### config.mk
export PLATFORM = sky130hd
export DESIGN_NAME = countdown_timer_core
export DESIGN_NICKNAME = d
export VERILOG_FILES = /design/src/rtl/timer_defs.sv /design/src/rtl/bcd_digit_updown.sv /design/src/rtl/countdown_timer_core.sv
export SDC_FILE = /design/constraint.sdc
export NUM_CORES = 1
export LEC_CHECK = 0
export CAP_MARGIN = 15
export CORE_AREA = 2 2 71 73
export CTS_CLUSTER_DIAMETER = 80
export DETAILED_ROUTE_END_ITERATION = 7
export DIE_AREA = 0 0 73 75
export HOLD_SLACK_MARGIN = 0.15
export PLACE_DENSITY = 0.78
export SLEW_MARGIN = 20
export SYNTH_ARGS = -nofsm -noshare
export SYNTH_HDL_FRONTEND = slang
export SYNTH_SLANG_ARGS = --single-unit
export TNS_END_PERCENT = 20
### constraint.sdc
create_clock -name clk -period 4.65 [get_ports clk]
set_clock_uncertainty 0.1 [all_clocks]
set_input_delay 0.6975 -clock clk [delete_from_list [all_inputs] [get_ports clk]]
set_output_delay 0.6975 -clock clk [all_outputs]
set_load 0.05 [all_outputs]
### src/rtl/timer_defs.sv
// Shared definitions for the countdown timer: FSM state encoding, BCD digit
// limits and per-digit BCD helpers used by both the top level and the digit
// cells.
package timer_defs;

  typedef enum logic [1:0] {
    ST_IDLE  = 2'd0,
    ST_RUN   = 2'd1,
    ST_PAUSE = 2'd2,
    ST_DONE  = 2'd3
  } state_e;

  localparam logic [3:0] DIGIT_MAX = 4'd9;
  localparam logic [3:0] DIGIT_MIN = 4'd0;

  // Clamp a raw preset nibble to a legal BCD digit.
  function automatic logic [3:0] bcd_sat(input logic [3:0] d);
    return (d > DIGIT_MAX) ? DIGIT_MAX : d;
  endfunction

  // One BCD step in the given direction, wrapping 9->0 (up) or 0->9 (down).
  function automatic logic [3:0] bcd_step(input logic [3:0] d, input logic up);
    logic [3:0] r;
    if (up) r = (d >= DIGIT_MAX) ? DIGIT_MIN : d + 4'd1;
    else    r = (d == DIGIT_MIN) ? DIGIT_MAX : d - 4'd1;
    return r;
  endfunction

endpackage

### src/rtl/bcd_digit_updown.sv
// Single BCD digit register that steps up or down when enabled.
// Ports:
//   clk, rst_h    - clock, synchronous active-high reset
//   load          - reload q from load_val (reset does the same)
//   load_val      - value taken on reset/load
//   en            - step this digit on the next edge
//   up            - 1 = increment, 0 = decrement
//   q             - registered digit value
//   carry_borrow  - digit sits at its wrap point (9 going up, 0 going down)
module bcd_digit_updown
  import timer_defs::*;
(
  input  logic       clk,
  input  logic       rst_h,
  input  logic       load,
  input  logic [3:0] load_val,
  input  logic       en,
  input  logic       up,
  output logic [3:0] q,
  output logic       carry_borrow
);

  logic [3:0] q_q;

  always_ff @(posedge clk) begin
    if (rst_h || load) q_q <= load_val;
    else if (en)       q_q <= bcd_step(q_q, up);
  end

  assign q            = q_q;
  assign carry_borrow = up ? (q_q == DIGIT_MAX) : (q_q == DIGIT_MIN);

endmodule

### src/rtl/countdown_timer_core.sv
// N-digit BCD up/down timer with start/pause control and a status LED bar.
// Ports:
//   clk, rst_h   - clock, synchronous active-high reset
//   tick         - one-cycle count enable, honoured only in RUN
//   start_pause  - one-cycle pulse: IDLE->RUN/DONE, RUN<->PAUSE
//   load         - one-cycle pulse reloading from preset_bcd (ignored in RUN)
//   up_mode      - direction, captured on reset/load only
//   preset_bcd   - preset, digit 0 in bits [3:0]
//   count_bcd    - registered count
//   state        - FSM state (IDLE/RUN/PAUSE/DONE = 0/1/2/3)
//   done         - registered, high while in DONE
//   led          - registered status pattern
module countdown_timer_core
  import timer_defs::*;
#(
  parameter int unsigned DIGITS     = 2,
  parameter int unsigned LED_W      = 16,
  parameter bit          BLINK_DONE = 1'b1
) (
  input  logic                  clk,
  input  logic                  rst_h,
  input  logic                  tick,
  input  logic                  start_pause,
  input  logic                  load,
  input  logic                  up_mode,
  input  logic [4*DIGITS-1:0]   preset_bcd,
  output logic [4*DIGITS-1:0]   count_bcd,
  output logic [1:0]            state,
  output logic                  done,
  output logic [LED_W-1:0]      led
);

  localparam int unsigned CW = 4 * DIGITS;

  state_e            state_q, state_d;
  logic              mode_q;
  logic [CW-1:0]     term_q, term_d;
  logic              done_q;
  logic [LED_W-1:0]  led_q, led_d;

  logic [CW-1:0]     preset_sat;
  logic [CW-1:0]     start_val;
  logic [CW-1:0]     cnt_nxt;
  logic [DIGITS-1:0] en;
  logic [DIGITS-1:0] cb;
  logic              load_eff;
  logic              tick_eff;

  assign load_eff = load && (state_q != ST_RUN);
  // A simultaneous start_pause takes priority, so the tick is dropped.
  assign tick_eff = tick && (state_q == ST_RUN) && !start_pause;

  // Start value and terminal use the incoming up_mode because the mode
  // register is captured on the same edge.
  assign start_val = up_mode ? '0 : preset_sat;
  assign term_d    = up_mode ? preset_sat : '0;

  for (genvar k = 0; k < DIGITS; k++) begin : g_digit
    assign preset_sat[4*k +: 4] = bcd_sat(preset_bcd[4*k +: 4]);

    // Digit k steps when ticked and every lower digit is at its wrap point;
    // written as a flat AND to keep the chain free of self-referencing nets.
    if (k == 0) begin : g_en0
      assign en[k] = tick_eff;
    end else begin : g_enk
      assign en[k] = tick_eff & (&cb[k-1:0]);
    end

    // Mirror of the digit's next value, used to detect the terminal edge.
    assign cnt_nxt[4*k +: 4] = en[k] ? bcd_step(count_bcd[4*k +: 4], mode_q)
                                     : count_bcd[4*k +: 4];

    bcd_digit_updown u_digit (
      .clk          (clk),
      .rst_h        (rst_h),
      .load         (load_eff),
      .load_val     (start_val[4*k +: 4]),
      .en           (en[k]),
      .up           (mode_q),
      .q            (count_bcd[4*k +: 4]),
      .carry_borrow (cb[k])
    );
  end

  always_comb begin
    state_d = state_q;
    if (load_eff) begin
      state_d = ST_IDLE;
    end else if (start_pause) begin
      unique case (state_q)
        ST_IDLE:  state_d = (count_bcd == term_q) ? ST_DONE : ST_RUN;
        ST_RUN:   state_d = ST_PAUSE;
        ST_PAUSE: state_d = ST_RUN;
        default:  state_d = state_q;
      endcase
    end else if (tick_eff && (cnt_nxt == term_q)) begin
      state_d = ST_DONE;
    end
  end

  always_comb begin
    led_d = led_q;
    unique case (state_d)
      ST_IDLE: led_d = '0;
      ST_RUN: begin
        led_d    = '0;
        led_d[0] = 1'b1;
      end
      ST_PAUSE: begin
        led_d    = '0;
        led_d[1] = 1'b1;
      end
      default: begin
        if (state_q != ST_DONE)     led_d = '1;
        else if (BLINK_DONE && tick) led_d = ~led_q;
      end
    endcase
  end

  always_ff @(posedge clk) begin
    if (rst_h) begin
      state_q <= ST_IDLE;
      mode_q  <= up_mode;
      term_q  <= term_d;
      done_q  <= 1'b0;
      led_q   <= '0;
    end else begin
      state_q <= state_d;
      done_q  <= (state_d == ST_DONE);
      led_q   <= led_d;
      if (load_eff) begin
        mode_q <= up_mode;
        term_q <= term_d;
      end
    end
  end

  assign state = state_q;
  assign done  = done_q;
  assign led   = led_q;

endmodule

After elaboration in Yosys (flattened, before gate mapping)
Index checks and enable logic that the tools add are counted.
Storage, ports and cells
  register bits: 36
  latch bits: 0
  memory bits (writable): 0
  ROM bits: 0
  input bits: 14
  output and inout bits: 27
  memories kept: 0
Cells by class
  add/subtract/negate cells: 4
  $mul: 0
  divide/modulo/power cells: 0
  order comparisons: 4
  equal/unequal tests: 10
  shifts and indexed selects: 0
  mux-type cells: 27
  bitwise logic cells: 2
  reductions and logical operators: 12
Operators with widths (count)
  $mux 4: 12
  $pmux 16 s3: 1
  $mux 16: 2
  $mux 8: 4
  $eq 8x8->1: 2
  $not 16->16: 1
  $add 4x1->4 const B: 2
  $ge 4x4->1 const B: 2
  $gt 4x4->1 const B: 2
  $logic_not 4->1: 2
  $mux 2: 4
  $sub 4x1->4 const B: 2
  $eq 2x2->1 const B: 3
  $pmux 2 s3: 1
  $reduce_bool 5->1: 1
  $eq 2x1->1 const B: 2
  $eq 4x4->1 const B: 1
  $logic_and 1x1->1: 4
  $logic_not 2->1: 2
  $mux 1: 3
  $ne 2x1->1 const B: 1
  $ne 2x2->1 const B: 1
  $reduce_bool 2->1: 1
  $and 1x1->1: 1
  2 further kinds: 2

Depth between registers and ports, before layout
  word-level depth: 12
  gate-level depth with buffers: 17
  mapped depth without buffers: 16

Cells and area by module
Synthesis repeated with hierarchy kept, for this count alone.
Second synthesis, totals
  cells, all modules: 347
  area, all modules: 2992.9 um^2
By module, submodules not included
  countdown_timer_core: times used 1, cells each 255, area an instance 2192.1 um^2, sequential area each 650.6 um^2
  bcd_digit_updown: times used 2, cells each 46, area an instance 400.4 um^2, sequential area each 120.1 um^2

Worst setup path before layout
Ideal clock, no wire load.
  path kind: register to register
  from: reg g_digit[1].u_digit.q_q[1]
  to: reg led_q[10] (netlist: led[10])
  setup time: 0.069 ns
  arrival time: 3.771 ns
  data required time: 4.481 ns
  slack: 0.711 ns
  stages on the path, launching flop included: 18
  path through: dfxtp_1 > inv_1 > ha_1 > or3b_4 > a311o_2 > a21oi_1 > nor3_2 > o2111ai_1 > o31ai_2 > nand2_1 > inv_1 > ha_1 > nor2b_1 > nand3b_1 > nor2_1 > clkbuf_1 > nand2_1 > o21ai_1
On the way
  longest elaborated chain between the ends: 11
Ends and longest elaborated chain
  start: declaration: RTL line bcd_digit_updown.sv:23  | logic [3:0] q_q;
  start signal: assignment: RTL line bcd_digit_updown.sv:26  | if (rst_h || load) q_q <= load_val;
  start signal: assignment: RTL line bcd_digit_updown.sv:27  | else if (en) q_q <= bcd_step(q_q, up);
  $sub 4x1->4, or another cell as far along: RTL line timer_defs.sv:25  | else r = (d == DIGIT_MIN) ? DIGIT_MAX : d - 4'd1;
  $mux 4, on equally long branches: RTL line timer_defs.sv:25, timer_defs.sv:24
  $mux 4: RTL line timer_defs.sv:24  | if (up) r = (d >= DIGIT_MAX) ? DIGIT_MIN : d + 4'd1;
  $mux 4: RTL line countdown_timer_core.sv:70  | assign cnt_nxt[4*k +: 4] = en[k] ? bcd_step(count_bcd[4*k +: 4], mode_q)
  $eq 8x8->1: RTL line countdown_timer_core.sv:96  | end else if (tick_eff && (cnt_nxt == term_q)) begin
  $logic_and 1x1->1: RTL line countdown_timer_core.sv:96
  $mux 2: RTL line countdown_timer_core.sv:96
  $mux 2 *: RTL line countdown_timer_core.sv:89  | end else if (start_pause) begin
  $mux 2 *: RTL line countdown_timer_core.sv:87  | if (load_eff) begin
  net state_d[1]: RTL line countdown_timer_core.sv:35  | state_e state_q, state_d;
  $eq 2x2->1, or another cell as far along: RTL line countdown_timer_core.sv:103  | unique case (state_d)
  $pmux 16 s3 / $reduce_bool 5->1 (equally long branches)
  end signal: assignment: RTL line countdown_timer_core.sv:130  | led_q <= led_d;
  end: declaration: RTL line countdown_timer_core.sv:39  | logic [LED_W-1:0] led_q, led_d;
The timed path passes the listed nets; every way through them passes the cells marked *.
A chain may end at the register's enable or synchronous reset.

Worst setup path after layout
  from: reg g_digit[0].u_digit.q_q[0]
  to: reg led_q[11] (netlist: led[11])
On the way
  longest elaborated chain between the ends: 11
Ends and longest elaborated chain (RTL line)
  start: declaration: bcd_digit_updown.sv:23
  start signal: assignment: bcd_digit_updown.sv:26
  start signal: assignment: bcd_digit_updown.sv:27
  $sub 4x1->4, or another cell as far along: timer_defs.sv:25
  $mux 4, or another cell as far along: timer_defs.sv:25
  $mux 4 / $and 1x1->1 (equally long branches): timer_defs.sv:24, countdown_timer_core.sv:66
  $mux 4, on equally long branches
  $eq 8x8->1: countdown_timer_core.sv:96
  $logic_and 1x1->1: countdown_timer_core.sv:96
  $mux 2: countdown_timer_core.sv:96
  $mux 2 *: countdown_timer_core.sv:89
  $mux 2 *: countdown_timer_core.sv:87
  net state_d[1]: countdown_timer_core.sv:35
  $eq 2x2->1, or another cell as far along: countdown_timer_core.sv:103
  $pmux 16 s3 / $reduce_bool 5->1 (equally long branches)
Marks and branches as above.

==> impl_metrics.csv <==
group,metric,value,unit
drt,drc,0,
die,fp.dieArea,5480,um^2
yosys,post_synth_edffs,9,
clocking,clock_insertion_delay_worst_skew,280,ps
cells_and_area,final_layout_size_suffix_gt1_frac,0.0752,
die,placementRows,25,
critical_path,timing.critical_path.required,4750,ps
global_route,global_route.usage.total,0.203,
yosys,ys_seq_area_frac,0.335,
clocking,cts.htree.levels,2,
clocking,cts_tree,"built",
die,die_x,73,um
yosys,synth_simple_gate_area_share,0.243,
power_and_ir_drop,power_leakage,0.00104,uW
drt,drt_iter0_markers,147,
placed_design,hpwl,3870,um
die,fp.coreArea,4660,um^2
global_route,first_global_vias,1884,
power_and_ir_drop,cellPowerDensity,276,nW/um^2
global_route,grt_overflow,0,
yosys,yosysTopAreaCellShare,0.224,
global_route,grt_start_max_net_pins,24,
cells_and_area,layout_commonest_cell,"nand2_1",
critical_path,critPathLaunchType,"register",
placed_design,placement.io_buffers,40,
sta,worst_slew_margin_rel,0.506,
die,floorplan.initialDensity,0.519,
drt,routedWlPerCell,14.1,um
cells_and_area,finish.net_count,341,
yosys,synth-seq-cells,36,
critical_path,setup.worst_path.class,"register to register",
yosys,combinational_family_with_the_most_area_after_synthesis,"simple AND/OR/NAND/NOR gates",
yosys,netlist-cell-type-count,59,
yosys,post_synth_inst_count,288,
clocking,cts_hold_buffers,0,
critical_path,worst-path-max-fanout,14,
placed_design,post_place_instance_area,2740,um^2
sta,fin_crit_sh,0.867,
cells_and_area,areaGrowthSynthToFinish,16.6,%
yosys,synth_area_leaders,"dfxtp_1 22%, edfxtp_1 11%, nand2_1 6.7%",
placed_design,place_congestion,0.883,
drt,post_drt_via_cell_ratio,5.72,
status,run_status,"finished clean",
hold_path,hold_class,"register to register",
yosys,synth_fp_nets,310,
sta,report.final.setup_viol,0,
sta,worst-slew-pin-transition,741,ps
sta,period_minus_slack,4030,ps
yosys,ys.flop_type,"dfxtp_1",
yosys,fraction_of_the_mapped_netlist_area_in_compound_gates,0.228,
yosys,synth_xor_xnor_area_share,0.0543,
clocking,clock_tree.buffer_depth,2,
cells_and_area,antenna_cells_inserted,0,
die,die_height,75,um
sta,tns,0,ps
die,floorplan.io_pins,41,
drt,post_detailed_route_count_of_antenna_violating_nets,0,
critical_path,crit_path_end_kind,"register",
sta,final_hold_viol_count,0,
drt,wl,5250,um
cells_and_area,final_cell_mix,"43 x nand2_1, 40 x clkdlybuf4s50_1, 27 x dfxtp_1",
drt,drtPass1Iterations,4,
yosys,synth.mux.area_fraction,0.00828,
sta,fmax,0.248,GHz
clocking,clkSinkCount,36,
clocking,root_buffer,"clkbuf_8",
yosys,synthesis.area,2420,um^2
clocking,cts_inserted_buffers,5,
global_route,first_pass_grt_wire_length,8800,um
yosys,post_synth_fa_ha_maj_area_fraction,0.0414,
yosys,asyncSetResetFlopFracSynth,0,
yosys,post_synth.cell_area_avg,8.39,um^2
drt,routed-via-count,2132,
cells_and_area,post-route-cell-area,2820,um^2
run,maxCapViolCount,0,
clocking,cts_resized,0,
cells_and_area,utilization_after_layout,0.605,
global_route,antenna_found_initial,0,
yosys,synth.largest_area_cell,"dfxtp_1",
yosys,yosysWarningCount,0,
clocking,setup_repair_bufs_after_cts,0,
critical_path,cp_data_arrival_time,4130,ps
sta,grt_setup_unrepaired,"false",
clocking,clk_transition_reported_paths,70,ps
sta,slew_violations,0,
power_and_ir_drop,ir_drop,226,uV
## sequential cells by signal (all words and copies together) (netlist names)
| signal | count |
|---|---|
| state | 2 |
| mode_q | 1 |
| led | 16 |
| done | 1 |
| term_q | 8 |
| g_digit.u_digit.q | 8 |
## layer usage
metal  GRT usage  vias up  part of all wire
li1            -     1085                 -
met1       0.290      982              0.49
met2       0.290       57              0.43
met3      0.0562        8             0.059
met4      0.0802        0             0.018
met5           0        -                 0
## worst max-delay path: stages (launching register included)
cell	delay (ps)
dfxtp_1	390
inv_1	140
ha_1	290
nor3b_1	390
o211ai_1	140
a31oi_1	310
xnor2_1	150
o2111ai_1	160
o31ai_2	380
nand2_1	220
inv_1	110
ha_1	120
nor2b_1	260
nand3b_1	130
buf_4	210
nor2_1	90
buf_4	210
nand2_1	70
o21ai_1	70
## per-stage QoR
stage	std cells	setup WS (ps)	total power [uW]	hold WS, ps
5_1_grt	373	65.1	819	387
4_1_cts	373	651	786	368
3_5_place_dp	366	378	582	357
2_1_floorplan	288	711	530	568
3_3_place_gp	366	496	578	352
6_report	373	620	779	369
## report_power, final
| part | total, uW | internal, uW | switching (uW) |
|---|---|---|---|
| Combinational | 207 | 85.4 | 122 |
| Clock | 202 | 102 | 100 |
| Sequential | 370 | 339 | 30.8 |
## area by class of cell
| cell class | instances | area, um^2 |
|---|---|---|
| Timing Repair Buffer | 43 | 423 |
| Clock buffer | 6 | 72.6 |
| Inverter | 13 | 48.8 |
| Fill cell | 390 | 1840 |
| Multi-Input combinational cell | 220 | 1390 |
| Tap cell | 54 | 67.6 |
| Clock inverter | 1 | 5.00 |
| Sequential cell | 36 | 811 |
## cells in the mapped netlist, types with 3 or more instances
| master | instances |
|---|---|
| clkbuf_1 | 6 |
| inv_1 | 13 |
| o221ai_1 | 3 |
| nand3_1 | 6 |
| ha_1 | 8 |
| o21a_1 | 4 |
| buf_6 | 6 |
| nand2_1 | 43 |
| nor3_1 | 6 |
| nand3b_1 | 5 |
| and2_1 | 3 |
| nor3b_1 | 3 |
| nand2b_1 | 4 |
| edfxtp_1 | 9 |
| and3b_1 | 4 |
| o21ai_0 | 19 |
| a21oi_1 | 23 |
| dfxtp_1 | 27 |
| clkbuf_8 | 3 |
| xnor2_1 | 8 |
| xor2_1 | 7 |
| a31oi_1 | 4 |
| o211ai_1 | 4 |
| nor2_1 | 21 |
| o21ai_1 | 9 |
## cell families (layout without fill, tap and decap cells)
kind of cell,count (synthesis),after routing
AND/OR/NAND/NOR,110,110
multiplexers,2,2
buffers and inverters,32,63
adder cells (fa/ha/maj),8,8
XOR/XNOR,15,15
AO/OA/AOI/OAI,85,85
flip-flops,36,36
## worst paths after layout
path | start | to | slack [ps] | cells after the start
setup / recovery | g_digit[0].u_digit.q[0] | led[11] | 620 | 18
setup reg to reg | g_digit[0].u_digit.q[0] | led[11] | 620 | 18
hold reg to reg | led[3] | led[3] | 370 | 2
hold / removal | led[3] | led[3] | 370 | 2
Note: power is estimated with default switching activity, not from simulation.
